**src/rtl/parity_pkg.sv**
```systemverilog
// Shared types and constants for the receive-side parity strip/check block.
package parity_pkg;

    // Packet framing state
    typedef enum logic {
        IDLE   = 1'b0,
        IN_PKT = 1'b1
    } state_t;

    // A good 9-bit word carries an odd number of ones
    localparam logic ODD_PARITY = 1'b1;

    // Default width of the error counters
    localparam int unsigned CNT_W_DEFAULT = 16;

endpackage

```
**src/rtl/sat_counter.sv**
```systemverilog
// Saturating up-counter with synchronous clear; adds 0..2 per cycle.
module sat_counter #(
    parameter int unsigned W = 16
) (
    input  logic         clk,
    input  logic         rst,
    input  logic         clr,
    input  logic [1:0]   inc,
    output logic [W-1:0] q
);

    localparam logic [W-1:0] MAX = '1;

    logic [W:0] sum_c;

    // One extra bit of headroom so an overflow past all-ones is visible
    always_comb begin
        sum_c = {1'b0, q} + (W+1)'(inc);
    end

    // Clear beats increment; otherwise clamp at all-ones
    always_ff @(posedge clk) begin
        if (rst) begin
            q <= '0;
        end else if (clr) begin
            q <= '0;
        end else if (sum_c > {1'b0, MAX}) begin
            q <= MAX;
        end else begin
            q <= sum_c[W-1:0];
        end
    end

endmodule

```
**src/rtl/parity_strip_check.sv**
```systemverilog
// Checks odd parity per byte, strips the parity bit, tracks packet framing
// and keeps saturating byte/packet error counters. One cycle of latency.
module parity_strip_check
    import parity_pkg::*;
#(
    parameter int unsigned CNT_W = CNT_W_DEFAULT
) (
    input  logic             sys_clk,
    input  logic             sys_rst,
    input  logic             in_sop,
    input  logic             in_eop,
    input  logic             in_vld,
    input  logic [8:0]       in_data,
    input  logic             cnt_clr,
    output logic             out_sop,
    output logic             out_eop,
    output logic             out_vld,
    output logic [7:0]       out_data,
    output logic             out_par_err,
    output logic             pkt_err,
    output logic             frm_err,
    output logic [CNT_W-1:0] byte_err_cnt,
    output logic [CNT_W-1:0] pkt_err_cnt
);

    state_t state;
    logic   err_acc;

    logic       byte_bad_c;
    logic       sop_v_c;
    logic       restart_c;
    logic       orphan_c;
    logic       accept_c;
    logic       pkt_err_c;
    logic [1:0] byte_inc_c;
    logic [1:0] pkt_inc_c;

    // Per-cycle classification of the incoming byte
    always_comb begin
        byte_bad_c = in_vld & ((^in_data) != ODD_PARITY);
        sop_v_c    = in_vld & in_sop;
        restart_c  = sop_v_c & (state == IN_PKT);
        orphan_c   = in_vld & ~in_sop & (state == IDLE);
        accept_c   = sop_v_c | (in_vld & (state == IN_PKT));
        pkt_err_c  = 1'b0;
        if (sop_v_c) begin
            pkt_err_c = in_eop & byte_bad_c;
        end else if (in_vld & in_eop & (state == IN_PKT)) begin
            pkt_err_c = err_acc | byte_bad_c;
        end
        byte_inc_c = {1'b0, accept_c & byte_bad_c};
        // A restart abandons the open packet, which counts as bad on top
        // of any error on a single-byte packet arriving in the same cycle
        pkt_inc_c  = 2'(pkt_err_c) + 2'(restart_c);
    end

    // Framing FSM and registered output stage
    always_ff @(posedge sys_clk) begin
        if (sys_rst) begin
            state       <= IDLE;
            err_acc     <= 1'b0;
            out_sop     <= 1'b0;
            out_eop     <= 1'b0;
            out_vld     <= 1'b0;
            out_data    <= 8'h00;
            out_par_err <= 1'b0;
            pkt_err     <= 1'b0;
            frm_err     <= 1'b0;
        end else begin
            out_vld     <= accept_c;
            out_sop     <= sop_v_c;
            out_eop     <= accept_c & in_eop;
            out_par_err <= accept_c & byte_bad_c;
            pkt_err     <= pkt_err_c;
            frm_err     <= restart_c | orphan_c;
            if (accept_c) begin
                out_data <= in_data[7:0];
            end
            case (state)
                IDLE: begin
                    if (sop_v_c & ~in_eop) begin
                        state   <= IN_PKT;
                        err_acc <= byte_bad_c;
                    end
                end
                IN_PKT: begin
                    if (sop_v_c) begin
                        if (in_eop) begin
                            state   <= IDLE;
                            err_acc <= 1'b0;
                        end else begin
                            err_acc <= byte_bad_c;
                        end
                    end else if (in_vld & in_eop) begin
                        state   <= IDLE;
                        err_acc <= 1'b0;
                    end else if (in_vld) begin
                        err_acc <= err_acc | byte_bad_c;
                    end
                end
                default: begin
                    state   <= IDLE;
                    err_acc <= 1'b0;
                end
            endcase
        end
    end

    sat_counter #(.W(CNT_W)) u_byte_cnt (
        .clk (sys_clk),
        .rst (sys_rst),
        .clr (cnt_clr),
        .inc (byte_inc_c),
        .q   (byte_err_cnt)
    );

    sat_counter #(.W(CNT_W)) u_pkt_cnt (
        .clk (sys_clk),
        .rst (sys_rst),
        .clr (cnt_clr),
        .inc (pkt_inc_c),
        .q   (pkt_err_cnt)
    );

endmodule

```
**config.mk**
```make
export PLATFORM = sky130hd
export DESIGN_NAME = parity_strip_check
export DESIGN_NICKNAME = d
export VERILOG_FILES = /design/src/rtl/parity_pkg.sv /design/src/rtl/sat_counter.sv /design/src/rtl/parity_strip_check.sv
export SDC_FILE = /design/constraint.sdc
export NUM_CORES = 1
export LEC_CHECK = 0
export ABC_AREA = 1
export CAP_MARGIN = 0
export CORE_MARGIN = 2
export CORE_UTILIZATION = 29
export DETAILED_ROUTE_END_ITERATION = 16
export PLACE_DENSITY = 0.56
export SLEW_MARGIN = 20
export SYNTH_ARGS = -nofsm -noshare
export SYNTH_HDL_FRONTEND = slang
export SYNTH_SLANG_ARGS = --single-unit
export TNS_END_PERCENT = 20
```
**constraint.sdc**
```tcl
create_clock -name sys_clk -period 2.9 [get_ports sys_clk]
set_input_delay 0.58 -clock sys_clk [delete_from_list [all_inputs] [get_ports sys_clk]]
set_output_delay 0.58 -clock sys_clk [all_outputs]
set_load 0.05 [all_outputs]
```
==> results.cfg <==
[setup_path]
largest_delay_share_family_worst_path = simple AND/OR/NAND/NOR gates
cp.buffers_inverters = 4
timing.critical_path.to_type = flip-flop
criticalPathCategory = in -> reg
worst_path_most_repeated_cell = nand2_2
cp_slowest_cell = fa_2
timing.critical_path.fanout_max = 3
setup.worst_path.start_class = input pin
timing.critical_path.arrival_ns = 3.00
sequence_of_cells_on_the_critical_path = buf_8 -> inv_4 -> nand2_4 -> nand2_2 -> nand2_2 -> nand2_2 -> nand2_2 -> nand2_2 -> nand2_2 -> nand3_2 -> o21ai_1 -> o211ai_1 -> fa_2 -> inv_2 -> ha_4 -> nand3_4 -> nor2_4 -> nand3_2 -> nor2_2 -> nand2_1 -> nor2_2 -> inv_2 -> nor2_1 -> a211oi_2
critPathMaxStageDelay_ns = 0.36
worstPathRequired_ns = 3.06

[power_and_ir_drop]
p_int_uw = 907.9
power_density_nw_per_um2 = 352.0
clkPwrFrac = 0.293
power_switching_uw = 334.5
sequentialPowerShare = 0.546
power_leakage_nw = 1.464
p_comb_frac = 0.160
final_power_mw = 1.242
switching_share = 0.2692
vdd_ir_drop_max_v = 0.0001509

[timing]
max_freq_mhz = 351.5
setup_viol_count_final = 0
timing.final.hold_violations = 0
tightestPinTransition_ns = 0.5821
final.setup_skew_ns = 0.003738
headroom_to_the_max_slew_limit = 0.6115
setup_slack_ns = 0.05509
timing.final.crit_share = 0.9810
setup_repair_after_global_routing_missed_its_margin = true
post_route_minimum_period_ns = 2.845
timing_max_transition_violations_final = 0
finalSetupTns_ns = 0
whs_ns = 0.4866

[floorplan]
fp.dieH_um = 91.61
ios = 61
effective_utilization_at_floorplan = 0.3036
die_w_um = 91.61
floorplan_core_area_um2 = 7331
floorplan.die_area_um2 = 8392
rows = 31

[final_layout]
fin_nets = 407
finalNonFillerCells = 485
share_of_post_route_cells_with_drive_strength_above_1 = 0.3161
fill_cells = 725
post-route-cell-area_um2 = 3530
inserted_diodes = 0
area_growth_pct = 58.57
postLayoutCoreUtil = 0.4815

[yosys]
yosys.area.top_type_share = 0.4317
synth_fa_ha_area_frac = 0.02586
synth-xor-area-share = 0.09444
yosys_warnings = 0
synth-simple-area-share = 0.2322
post_synthesis_async_set_or_reset_flop_share = 0
yosys_most_used_dff = dfxtp_1
synth_seq_area_share = 0.4317
netlist_top_cells_area = dfxtp_1, nand2_1, a21oi_1
synth.largest_area_cell = dfxtp_1
number_of_enable_type_register_cells_in_the_synthesized_netlist = 0
synth.mux.area_fraction = 0
synth_compound_area_frac = 0.1411
postSynthAreaPerCell_um2 = 7.950
flops_latches_synth = 48
synth.lib_cells_used.distinct = 30
synthesis.nets = 299
synth_top_cells_by_count = nand2_1, dfxtp_1, inv_1
synth_most_common_cell = nand2_1
synth_area_um2 = 2226
main_combinational_cell_family_by_area_after_synthesis = simple AND/OR/NAND/NOR gates
cell_count_after_synthesis = 280

[job]
drv.max_cap_violation_count = 0

[placement]
place.gp.congestion = 0.8332
post-place-cells = 462
detailed_place_hpwl_mm = 3.797
placed_cell_area_um2 = 3203
preCtsSetupSlack_ns = -0.7058
portBuffers = 60

[routing]
drt_first_pass_iters = 2
drtIter0Drc = 23
drc_errors = 0
wl_mm = 5.444
drt-vias-per-instance = 4.398
route.antenna.remaining_nets = 0
drt-wirelength-per-cell_um = 11.22
via_count = 2133

[clocking]
cts.sink_count = 48
cts-htree-levels = 2
clock-root-buffer = clkbuf_8
tritoncts_clock_tree = done
postCtsHoldBufs = 0
max_buffers_root_to_sink = 2
numCtsBuffers = 5
clkSlewWorstSetupHoldPaths_ns = 0.08
clk_latency_ns = 0.29

[global_route]
groute.usage.overall = 0.1269
grt_overflow = 0
grt_pass1_wl_mm = 8.769
grt_antenna_before_repair = 0
largest_net_degree_at_the_start_of_global_routing = 17
grt_pass1_vias = 1973

[worst_hold_path]
hold_path_class = reg -> reg

[outcome]
status = completed
==> logic make-up after synthesis <==
kind of cell / Yosys count
flops: 48
compound gates: 53
simple gates: 109
buf+inv: 42
fa+ha+maj: 4
xor+xnor: 24
==> flip-flops by register name, indices dropped and copies added (netlist names) <==
register      cells
out_eop           1
out_sop           1
out_vld           1
out_data          8
frm_err           1
state             1
u_pkt_cnt.q      16
u_byte_cnt.q     16
pkt_err           1
err_acc           1
out_par_err       1
==> cell type report <==
cell class	instances	area [um^2]	area share
Sequential cell	48	960.9	0.2722
Clock buffer	5	68.82	0.01950
Multi-Input combinational cell	190	1265	0.3584
Timing Repair Buffer	108	974.7	0.2761
Inverter	35	136.4	0.03864
Tap cell	99	123.9	0.03509
==> worst min-delay path, delay by kind of cell (launching register included) <==
kind	cells	cell delay, ns
flops	1	0.33
simple gates	2	0.13
==> repair_timing <==
item,CTS,global route
gates resized for setup,38,41
setup buffers,7,10
endpoints found under the setup margin,32,32
gates cloned,0,1
pin swaps,13,23
==> worst paths after layout <==
kind | start | slack [ns] | endpoint | depth (start not counted)
worst max register to register | state | 0.51 | u_pkt_cnt.q[12] | 15
worst min register to register | out_data[2] | 0.49 | out_data[2] | 2
worst max-delay path | in_data[1] | 0.06 | u_pkt_cnt.q[12] | 24
worst min-delay path | out_data[2] | 0.49 | out_data[2] | 2
==> power by group through the flow <==
stage	clock network (mW)	registers (mW)	logic [mW]
finish	0.364	0.679	0.199
global route	0.409	0.681	0.216
CTS	0.383	0.679	0.184
detailed placement	0	0.695	0.178
global placement	0	0.695	0.177
floorplan	0	0.737	0.0603
==> cell usage in the layout (no fill, tap or decap), types with 8 or more instances in the layout <==
cell type / Yosys / final
xor2_1: 15 / 15
clkdlybuf4s50_1: 0 / 50
nand2_1: 54 / 44
buf_4: 0 / 45
dfxtp_1: 48 / 48
a21oi_1: 27 / 25
nand2_2: 2 / 9
inv_2: 0 / 8
o21ai_0: 12 / 11
nor2_1: 23 / 21
nand3_1: 14 / 8
a21oi_2: 10 / 12
inv_1: 35 / 25
xnor2_1: 9 / 8
==> metal layers <==
| metal | track usage | vias up | wire [um] |
|---|---|---|---|
| met5 | 0 | - | 0 |
| met4 | 0.03788 | 0 | 48 |
| met3 | 0.02712 | 5 | 175 |
| met2 | 0.2108 | 36 | 2640 |
| met1 | 0.1650 | 987 | 2579 |
| li1 | - | 1105 | - |
No activity file was read; power rests on OpenSTA's default activity.
